$ cat src/rtl/senone_scheduler.sv
// Senone scoring scheduler: issues one score request per senone,
// forwards returned scores in order and tracks the frame maximum.
module senone_scheduler #(
    parameter int N_SENONES = 1024,
    parameter int MAX_OUT   = 4,
    parameter int ADDR_W    = $clog2(N_SENONES)
) (
    input  logic                     clk,
    input  logic                     reset,
    input  logic                     vector_valid,
    output logic                     vector_ready,
    output logic                     score_req,
    output logic [ADDR_W-1:0]        senone_addr,
    input  logic                     score_ack,
    input  logic                     score_valid,
    input  logic signed [15:0]       score_in,
    output logic                     new_vector_available,
    output logic                     new_senone,
    output logic                     last_senone,
    output logic signed [15:0]       current_score,
    output logic signed [15:0]       best_score,
    output logic [ADDR_W-1:0]        best_senone,
    output logic                     frame_done,
    output logic                     overrun
);
    localparam int CW = ADDR_W + 1;
    localparam logic [CW-1:0] N_TOT  = CW'(N_SENONES);
    localparam logic [CW-1:0] N_LAST = CW'(N_SENONES - 1);
    localparam logic [CW-1:0] ONE    = CW'(1);
    localparam logic [3:0]    OUT_MX = 4'(MAX_OUT);

    typedef enum logic [2:0] {
        IDLE, CLEAR, ISSUE, DRAIN, DONE
    } state_t;

    state_t state, state_nxt;

    logic [CW-1:0] issued;
    logic [CW-1:0] returned;
    logic [3:0]    outstanding;
    logic          xfer;
    logic          accept;
    logic          start;
    logic          done_nxt;

    assign xfer        = score_req & score_ack;
    assign accept      = score_valid & (outstanding != 4'd0);
    assign start       = (state == IDLE) & vector_valid;
    assign done_nxt    = accept & (returned == N_LAST);
    assign senone_addr = issued[ADDR_W-1:0];

    // State register
    always_ff @(posedge clk or negedge reset) begin
        if (!reset) state <= IDLE;
        else        state <= state_nxt;
    end

    // Next-state and per-state control outputs
    always_comb begin
        state_nxt            = state;
        vector_ready         = 1'b0;
        new_vector_available = 1'b0;
        score_req            = 1'b0;
        frame_done           = 1'b0;
        unique case (state)
            IDLE: begin
                vector_ready = 1'b1;
                if (vector_valid) state_nxt = CLEAR;
            end
            CLEAR: begin
                new_vector_available = 1'b1;
                state_nxt            = ISSUE;
            end
            ISSUE: begin
                score_req = (issued < N_TOT) &&
                            (outstanding < OUT_MX);
                if (issued == N_TOT)
                    state_nxt = done_nxt ? DONE : DRAIN;
            end
            DRAIN: begin
                if (done_nxt) state_nxt = DONE;
            end
            DONE: begin
                frame_done = 1'b1;
                state_nxt  = IDLE;
            end
            default: state_nxt = IDLE;
        endcase
    end

    // Issue, return and in-flight counters
    always_ff @(posedge clk or negedge reset) begin
        if (!reset) begin
            issued      <= '0;
            returned    <= '0;
            outstanding <= '0;
        end else if (start) begin
            issued      <= '0;
            returned    <= '0;
            outstanding <= '0;
        end else begin
            if (xfer)   issued   <= issued + ONE;
            if (accept) returned <= returned + ONE;
            if (xfer && !accept)
                outstanding <= outstanding + 4'd1;
            else if (!xfer && accept)
                outstanding <= outstanding - 4'd1;
        end
    end

    // Score forwarding, running maximum and overrun flag
    always_ff @(posedge clk or negedge reset) begin
        if (!reset) begin
            new_senone    <= 1'b0;
            last_senone   <= 1'b0;
            current_score <= '0;
            best_score    <= 16'sh8000;
            best_senone   <= '0;
            overrun       <= 1'b0;
        end else begin
            new_senone  <= accept;
            last_senone <= done_nxt;
            if (accept) current_score <= score_in;
            if (start) begin
                best_score  <= 16'sh8000;
                best_senone <= '0;
            end else if (accept && (score_in > best_score)) begin
                best_score  <= score_in;
                best_senone <= returned[ADDR_W-1:0];
            end
            if (start)
                overrun <= 1'b0;
            else if (vector_valid && (state != IDLE))
                overrun <= 1'b1;
        end
    end

endmodule

$ cat config.mk
export PLATFORM = sky130hd
export DESIGN_NAME = senone_scheduler
export DESIGN_NICKNAME = d
export VERILOG_FILES = /design/src/rtl/senone_scheduler.sv
export SDC_FILE = /design/constraint.sdc
export NUM_CORES = 1
export LEC_CHECK = 0
export ABC_AREA = 1
export CAP_MARGIN = 20
export CORE_MARGIN = 2
export CORE_UTILIZATION = 49
export CTS_BUF_LIST = sky130_fd_sc_hd__clkbuf_8
export CTS_CLUSTER_DIAMETER = 100
export DETAILED_ROUTE_END_ITERATION = 7
export HOLD_SLACK_MARGIN = 0.02
export PLACE_DENSITY = 0.79
export SLEW_MARGIN = 20
export SYNTH_ARGS = -nofsm -noshare
export SYNTH_HDL_FRONTEND = slang
export SYNTH_SLANG_ARGS = --single-unit
$ cat constraint.sdc
create_clock -name clk -period 1.95 [get_ports clk]
set_clock_uncertainty 0.15 [all_clocks]
set_input_delay 0.39 -clock clk [delete_from_list [all_inputs] [get_ports clk]]
set_output_delay 0.39 -clock clk [all_outputs]
set_load 0.1 [all_outputs]
* Word-level counts from Yosys, hierarchy flattened
Cells that the tools add are included.
Operators by class: reductions and logical operators 16, $add $sub $neg 4, mux-type cells 22, order comparisons 3, equality and inequality tests 9, bitwise operators 4
Operators with widths (number):
- $mux W11 | 4
- $mux W16 | 2
- $add A11 B1 Y11 const B | 2
- $mux W10 | 2
- $gt A16 B16 Y1 | 1
- $mux W3 | 4
- $mux W4 | 3
- $pmux W3 S4 | 1
- $eq A11 B10 Y1 const B | 1
- $eq A11 B11 Y1 const B | 1
- $lt A11 B11 Y1 const B | 1
- $reduce_bool A2 Y1 | 4
- $eq A3 B2 Y1 const B | 2
- $mux W1 | 6
- $ne A2 B2 Y1 const B | 3
- $reduce_bool A3 Y1 | 2
- $logic_and A1 B1 Y1 | 5
- $add A4 B1 Y4 const B | 1
- $and A1 B1 Y1 | 4
- $lt A4 B3 Y1 const B | 1
- $reduce_bool A4 Y1 | 1
- $sub A4 B1 Y4 const B | 1
- $eq A3 B1 Y1 const B | 1
- $eq A3 B3 Y1 const B | 1
- other kinds (3) | 4
Word-level totals: output and inout port bits 59, input port bits 21, logic and storage cells 68, register bits 74

* Longest topological paths before layout
Gate-level depths: netlist of run 1.
depth in word-level cells 9, depth in mapped cells 14, depth with buffers taken out 14

* Least setup slack after synthesis of run 1
No wires, ideal clock.
kind register to output, start register state[1], end output new_vector_available, required time 1.410 ns, stages on the path, launching flop included 2, path buffers 0, data arrival time 2.550 ns, path slack -1.140 ns, cell sequence dfrtp_1 > nor3_1
On the way: word-level cells in the longest chain between the ends 2
Ends and longest elaborated chain:
- start, declared | RTL line 36 | state_t state, state_nxt;
- start signal, assigned | RTL line 55 | else state <= state_nxt;
- $eq A3 B1 Y1 | RTL line 65 | unique case (state)
- $mux W1 | RTL line 65
- end, declared | RTL line 17 | output logic new_vector_available,
Every way passes these cells.

* Final worst setup path of run 1
start register best_score[15], end register best_score[8]
On the way: word-level cells in the longest chain between the ends 3
Ends and longest elaborated chain:
- start, declared | RTL line 21 | output logic signed [15:0] best_score,
- start signal, assigned | RTL line 128 | best_score <= score_in;
- $gt A16 B16 Y1 | RTL line 127 | end else if (accept && (score_in > best_score)) begin
- $logic_and A1 B1 Y1 | RTL line 127
- $reduce_bool A2 Y1 (no source line)
Every way passes these cells. A chain may end at the register's enable or synchronous reset.

==> results of run 1 <==
-- cell families (layout without fill, tap and decap cells) --
group | after synthesis | after routing
adder cells (fa/ha/maj) | 22 | 22
buffers and inverters | 94 | 251
flip-flops | 74 | 74
AO/OA/AOI/OAI | 45 | 45
AND/OR/NAND/NOR | 268 | 268
XOR/XNOR | 4 | 4
-- what timing repair did --
action	4_1_cts	5_1_grt
resized for setup	13	43
hold buffers	1	0
setup buffers	16	6
endpoints found under the hold margin	32	0
gates cloned	0	1
pin swaps	6	17
endpoints found under the setup margin	33	44
-- worst register-to-register path, cell delays in order (launching register included) --
cell and delay (ps):
dfstp_4 630, inv_2 50, ha_4 230, nand2_4 90, inv_1 50, nand2_1 70
nand2_1 130, a21oi_2 240, nand3_2 140, nand2_1 150, nand3_4 140, buf_12 180
nand3_2 70, nand2_2 90
-- per-stage QoR --
step | setup TNS, ps | instances
after floorplan | -22540 | 507
after global placement | -14540 | 731
after detailed placement | -17970 | 731
after CTS | -8110 | 764
after global routing | -17210 | 769
final | -14970 | 769
-- synth_stat cells (4+ instances only) --
master / n
nand2_1: 129
dfrtp_1: 73
inv_1: 62
nand3_1: 48
nand4_1: 34
ha_1: 21
nor2_1: 20
a21oi_1: 18
o21ai_0: 15
nor3_1: 14
buf_4: 10
buf_2: 8
buf_6: 5
clkbuf_1: 5
nand2_2: 5
nor2_4: 4
xor2_1: 4
-- state kept, by name, indices dropped and copies added (netlist names) --
name           flops
last_senone        1
overrun            1
best_score        16
issued            11
returned          11
current_score     16
best_senone       10
outstanding        4
state              3
new_senone         1
-- worst min path at each step --
stage,start,end,slack [ps],cells after the start
final,reset,best_senone[9],350,2
after CTS,returned[10],last_senone,360,1
after floorplan,reset,best_score[0],-60,0
after global placement,reset,best_senone[6],220,1
after detailed placement,reset,best_senone[3],230,1
after global routing,reset,best_senone[9],390,2
-- per-layer routing --
layer	up-vias	wire length [um]	GRT usage (%)
met4	0	888	17.7
met1	2239	5730	35.3
li1	1969	-	-
met3	105	1240	6.11
met5	-	0	0
met2	327	8240	53.6
-- layout make-up --
| class | count | area [sq um] |
|---|---|---|
| inverters | 66 | 259 |
| clock inverters | 6 | 138 |
| flip-flops and latches | 74 | 1880 |
| well taps | 105 | 131 |
| fillers | 388 | 1250 |
| repair buffers | 169 | 2200 |
| clock buffers | 10 | 138 |
| multi-input cells | 339 | 2230 |
==> results.md, run 1 <==
* Commonest non-fill, non-tap cell in the layout: nand2_1
* H-tree depth at 3
* Initial antenna violation count at 0
* Vias per inst at 6.03
* CP max FO at 12
* Largest net degree at the start of global routing at 36
* CP max stage delay at 630 ps
* Commonest cells after routing, fill and taps aside: nand2_1, buf_4, buf_12
* Clock edge transition at the registers on the reported setup and hold paths at 100 ps
* Setup-failing EPs final at 36
* Post-synth cell types at 38
* Setup crit end kind: register
* Die X at 96.1 um
* Area Overhead vs Synth at 67.5%
* Slew Limit Fails at 0
* Share of the synthesized area in the top cell type at 43.9%
* Crit-path cells: inv_2 > ha_4 > nand2_4 > inv_1 > nand2_1 > nand2_1 > a21oi_2 > nand3_2 > nand2_1 > nand3_4 > buf_12 > nand3_2 > nand2_2
* Register area share after synthesis at 44.5%
* Rel. slew slack at 68.2%
* Port bufs at 79
* Most used cell, CP: nand2_1
* Proportion of layout cells with a drive suffix above 1 at 41.0%
* Worst-Margin Slew at 477 ps
* Synth Flop Type: dfrtp_1
* Die Area at 9240 sq um
* Crit path kind: register to register
* Min Hold Slack at 345 ps
* First-pass GRT wire length at 21.5 mm
* Vias in the first global route at 4476
* Synth top area cells: dfrtp_1, nand2_1, ha_1, nand3_1, inv_1
* Worst hold path type: input pin to async pin
* Worst-Skew Late Latency at 380 ps
* CORE AREA at 8220 sq um
* Starting Density at 50.6%
* Number of diodes at 0
* Critical Path End: best_score[8]
* Combinational family with the most area after synthesis: simple AND/OR/NAND/NOR gates
* Clk sink count at 74
* CP startpoint kind: register
* Bufs and invs on worst path at 3
* Post-DP HPWL at 8.99 mm
* WL/cell at 20.9 um
* Maximum buffer depth of the clock tree at 2
* Synth Area in Compound Gates at 6.08%
* Max-cap viol count at 0
* Final Worst Setup Slack at -612 ps
* Tcrit/Tclk final at 131%
* Status: complete, but fails checks
* Root Driver: clkbuf_8
* Worst Path Required at 2040 ps
* #FFs+latches synth at 74
* Worst path slowest cell: dfstp_4
* CP top delay family: simple AND/OR/NAND/NOR gates
* Initial DRT Pass Iterations at 5
* Failing checks: setup timing
* Synth warn at 0
* Area share of fa/ha/maj cells after synthesis at 6.80%
* Fin util at 84.8%
* Post-DRT Antenna Nets at 0
* RSZ-0062 raised after global routing: yes
* Die height at 96.1 um
* Iter 0 DRT Violations at 367
* Pre-CTS setup slack at -631 ps
* RD Place Congestion at 0.843
* R2R Path End: best_score[8]
* Post-layout net count at 702
* Post-Synth Simple-Gate Area at 31.2%
* CTS tree: done
* Total wire length at 16.1 mm
* Io pins at 80
* Syn Nets at 550
* Overall Global Routing Usage at 30.9%
* Instance area at placement at 6300 sq um
* Fin crit period at 2560 ps
* Largest area contributor in the netlist: dfrtp_1
* CTS Buf Count at 9
* RR Startpoint: best_score[15]
* FP Rows at 33
* Register-to-register setup slack at -610 ps
* Synth Cell Area at 4160 sq um
* Final Cell Area at 6970 sq um
* EDFF count, synth at 0
* Fin. Hold Viols at 0
* FMAX at 390 MHz
* Post-synth ARST share at 100%
* Mux cell area share after synthesis at 0%
* CP startpoint: best_score[15]
* Cell count along the critical path at 13
* WP data arrival at 2660 ps
* Xor and xnor area share after synthesis at 0.842%
* Syn Area/Cell at 8.21 sq um
* R2R depth at 13
* Routed vias at 4640
* Post-route DRC at 0
* Gate Count Post-Synth at 507
* GR Overflow Total at 0
Power of run 1 is not shown: default switching activity piles up to over one toggle a cycle in this logic, so the estimate is an artifact.
==> run 2: changes to the inputs <==
Settings changed: SLEW_MARGIN 20 to unset.
==> results of run 2 <==
No change in the layout: final DEF, timing and power equal those of run 1.
Power of run 2 is left out for the same reason.
==> run 3: changes to the inputs <==
Settings changed: CAP_MARGIN 20 to unset.
==> results of run 3 <==
No change in the layout: final DEF, timing and power equal those of run 1.
Power of run 3 is left out for the same reason.
==> RTL change, RTL diff (settings of run 3) <==
Change the parameter `N_SENONES` from 1024 to 2048.
--- a/src/rtl/senone_scheduler.sv
+++ b/src/rtl/senone_scheduler.sv
@@ -1,7 +1,7 @@
 // Senone scoring scheduler: issues one score request per senone,
 // forwards returned scores in order and tracks the frame maximum.
 module senone_scheduler #(
-    parameter int N_SENONES = 1024,
+    parameter int N_SENONES = 2048,
     parameter int MAX_OUT   = 4,
     parameter int ADDR_W    = $clog2(N_SENONES)
 ) (
Ports: changed (resized best_senone and senone_addr); port bits go from 80 to 82. No check against the original RTL was run, so the function may have changed too.
==> RTL change against run 3 <==
  * The run still ends with negative setup slack left
  * Highest routed layer unchanged
  * Global-route usage up 1.3 points
  * Critical endpoint unchanged
  * Sequential cell count is 3 higher
  * Area after synthesis increased by 3.4%
  * Critical path type unchanged
  * Final area up 4.0%
  * First-iteration DRC count increased by 50%
  * Wire length grew 2.8%
  * Hold slack better by 0.0050 ns
  * Synthesized cell count is 11% higher
  * Setup slack improved by 0.18 ns
==> RTL change: results (changes against run 3) <==
stage,metric,value,unit,change
outcome,status,"complete, but fails checks",,unchanged
outcome,failing checks,negative setup slack,,unchanged
routing,Initial DRC Count,552,,was 367
logic_synthesis,Post-Syn Nets,608,,was 550
grt,vias in the first global route,4848,,was 4476
timing,number of setup violations in the final report,34,,was 36
place,dpl hpwl,8.565,mm,was 8.987 mm
cells_and_area,# nets final,770,,was 702
routing,Wirelength per Cell,19.70,um,was 20.93 um
logic_synthesis,"top cells by area, synth","dfrtp_1 44%, nand2_1 17%, inv_1 8.2%",,"was dfrtp_1 44%, nand2_1 12%, ha_1 6.3%"
logic_synthesis,Post-Synthesis Cells,565,,was 507
cells_and_area,Largest regs,"best_score: 16 flops, current_score: 16 flops",,unchanged
grt,GRT Util Overall,32.24,%,was 30.91%
clocking,post_cts resized,79,,was 13
routing,vias,4883,,was 4640
place,placed cell count,802,,was 731
logic_synthesis,Synth Flop Type,dfrtp_1,,unchanged
routing,final WL,16.55,mm,was 16.10 mm
logic_synthesis,number of library cell types mapped by synthesis,33,,was 38
place,area post-placement,6336,um^2,was 6297 um^2
grt,pin count of the biggest net entering global routing,32,,was 36
timing,final setup margin,-0.4317,ns,was -0.6122 ns
timing,Slew HR,59.39,%,was 68.18%
cells_and_area,share of cells above drive strength 1,38.52,%,was 40.96%
logic_synthesis,sequential area share after synthesis,44.82,%,was 44.54%
place,GPL Wtd Cong,0.9539,,was 0.8427
worst_setup_path,"Max FO, Critical Path",7,,was 12
worst_setup_path,Worst EP arrival,2.50,ns,was 2.66 ns
place,I/O Buffers,81,,was 79
==> RTL change: cell count changes after synthesis, sizes merged, moves of 3 or more <==
cell / change
nor3: -4
nand2: +64
inv: +31
dfrtp: +3
o22ai: -3
nor2: +4
clkbuf: -3
nand4: -30
nand3: -8
==> RTL change: stage by stage <==
stage          TNS [ns]  hold slack (ns)
5_1_grt          -12.98           0.4070
2_1_floorplan    -21.91         -0.05559
3_3_place_gp     -17.55           0.2059
6_report         -11.10           0.3504
3_5_place_dp     -20.89           0.2091
4_1_cts          -10.66           0.3653
==> RTL change: final cells by class <==
cell class | instances | area, um^2 | share of cell area (%)
multi-input cells | 367 | 2298 | 31.71
repair buffers | 176 | 2281 | 31.46
flip-flops and latches | 77 | 1949 | 26.89
inverters | 96 | 367.9 | 5.074
clock buffers | 10 | 137.6 | 1.899
well taps | 108 | 135.1 | 1.864
clock inverters | 6 | 80.08 | 1.105
==> RTL change: layer usage <==
layer / GRT usage (%) / share of wire [%] / up-vias
met2: 53.32 / 48 / 375
met1: 40.38 / 37 / 2327
li1: - / - / 2068
met3: 6.043 / 8.5 / 113
met5: 0 / 0 / -
met4: 16.35 / 6.2 / 0
==> RTL change: worst max-delay path, stage by stage (launching register included) <==
cell and delay, ns:
dfstp_4 0.64, inv_4 0.04, ha_4 0.25, nand2_4 0.08, nor2_4 0.04, nand2_2 0.09, nor2_4 0.04, buf_4 0.13
a21oi_1 0.22, nand3_4 0.12, buf_12 0.17, buf_8 0.14, nand3_2 0.08, nand2_1 0.08
==> RTL change: cells by family after synthesis <==
logic type / Yosys count / share of synthesized area [%]
adder cells (fa/ha/maj): 22 / 6.574
flip-flops: 77 / 44.82
AO/OA/AOI/OAI: 44 / 5.439
XOR/XNOR: 5 / 1.018
AND/OR/NAND/NOR: 294 / 29.64
buffers and inverters: 123 / 12.51
==> RTL change: worst paths after layout <==
path | slack, ns | cells past startpoint | from | to
max in group asynchronous | 0.69 | 3 | reset | best_score[15]$_DFFE_PN1P_
max reg2reg | -0.43 | 13 | best_score[15]$_DFFE_PN1P_ | best_score[8]$_DFFE_PN0P_
min reg2reg | 0.39 | 1 | returned[7]$_DFFE_PN0P_ | returned[7]$_DFFE_PN0P_
max | -0.43 | 13 | best_score[15]$_DFFE_PN1P_ | best_score[8]$_DFFE_PN0P_
min in group clk | 0.39 | 1 | returned[7]$_DFFE_PN0P_ | returned[7]$_DFFE_PN0P_
min | 0.35 | 2 | reset | returned[7]$_DFFE_PN0P_
==> RTL change: report_power, final <==
part	total, mW	leakage, nW	internal, mW	switching (mW)
Combinational	10.1	2.66	3.71	6.39
Sequential	2.72	0.977	2.16	0.564
Clock	1.42	0.115	0.746	0.671
Total	14.2	3.75	6.61	7.63
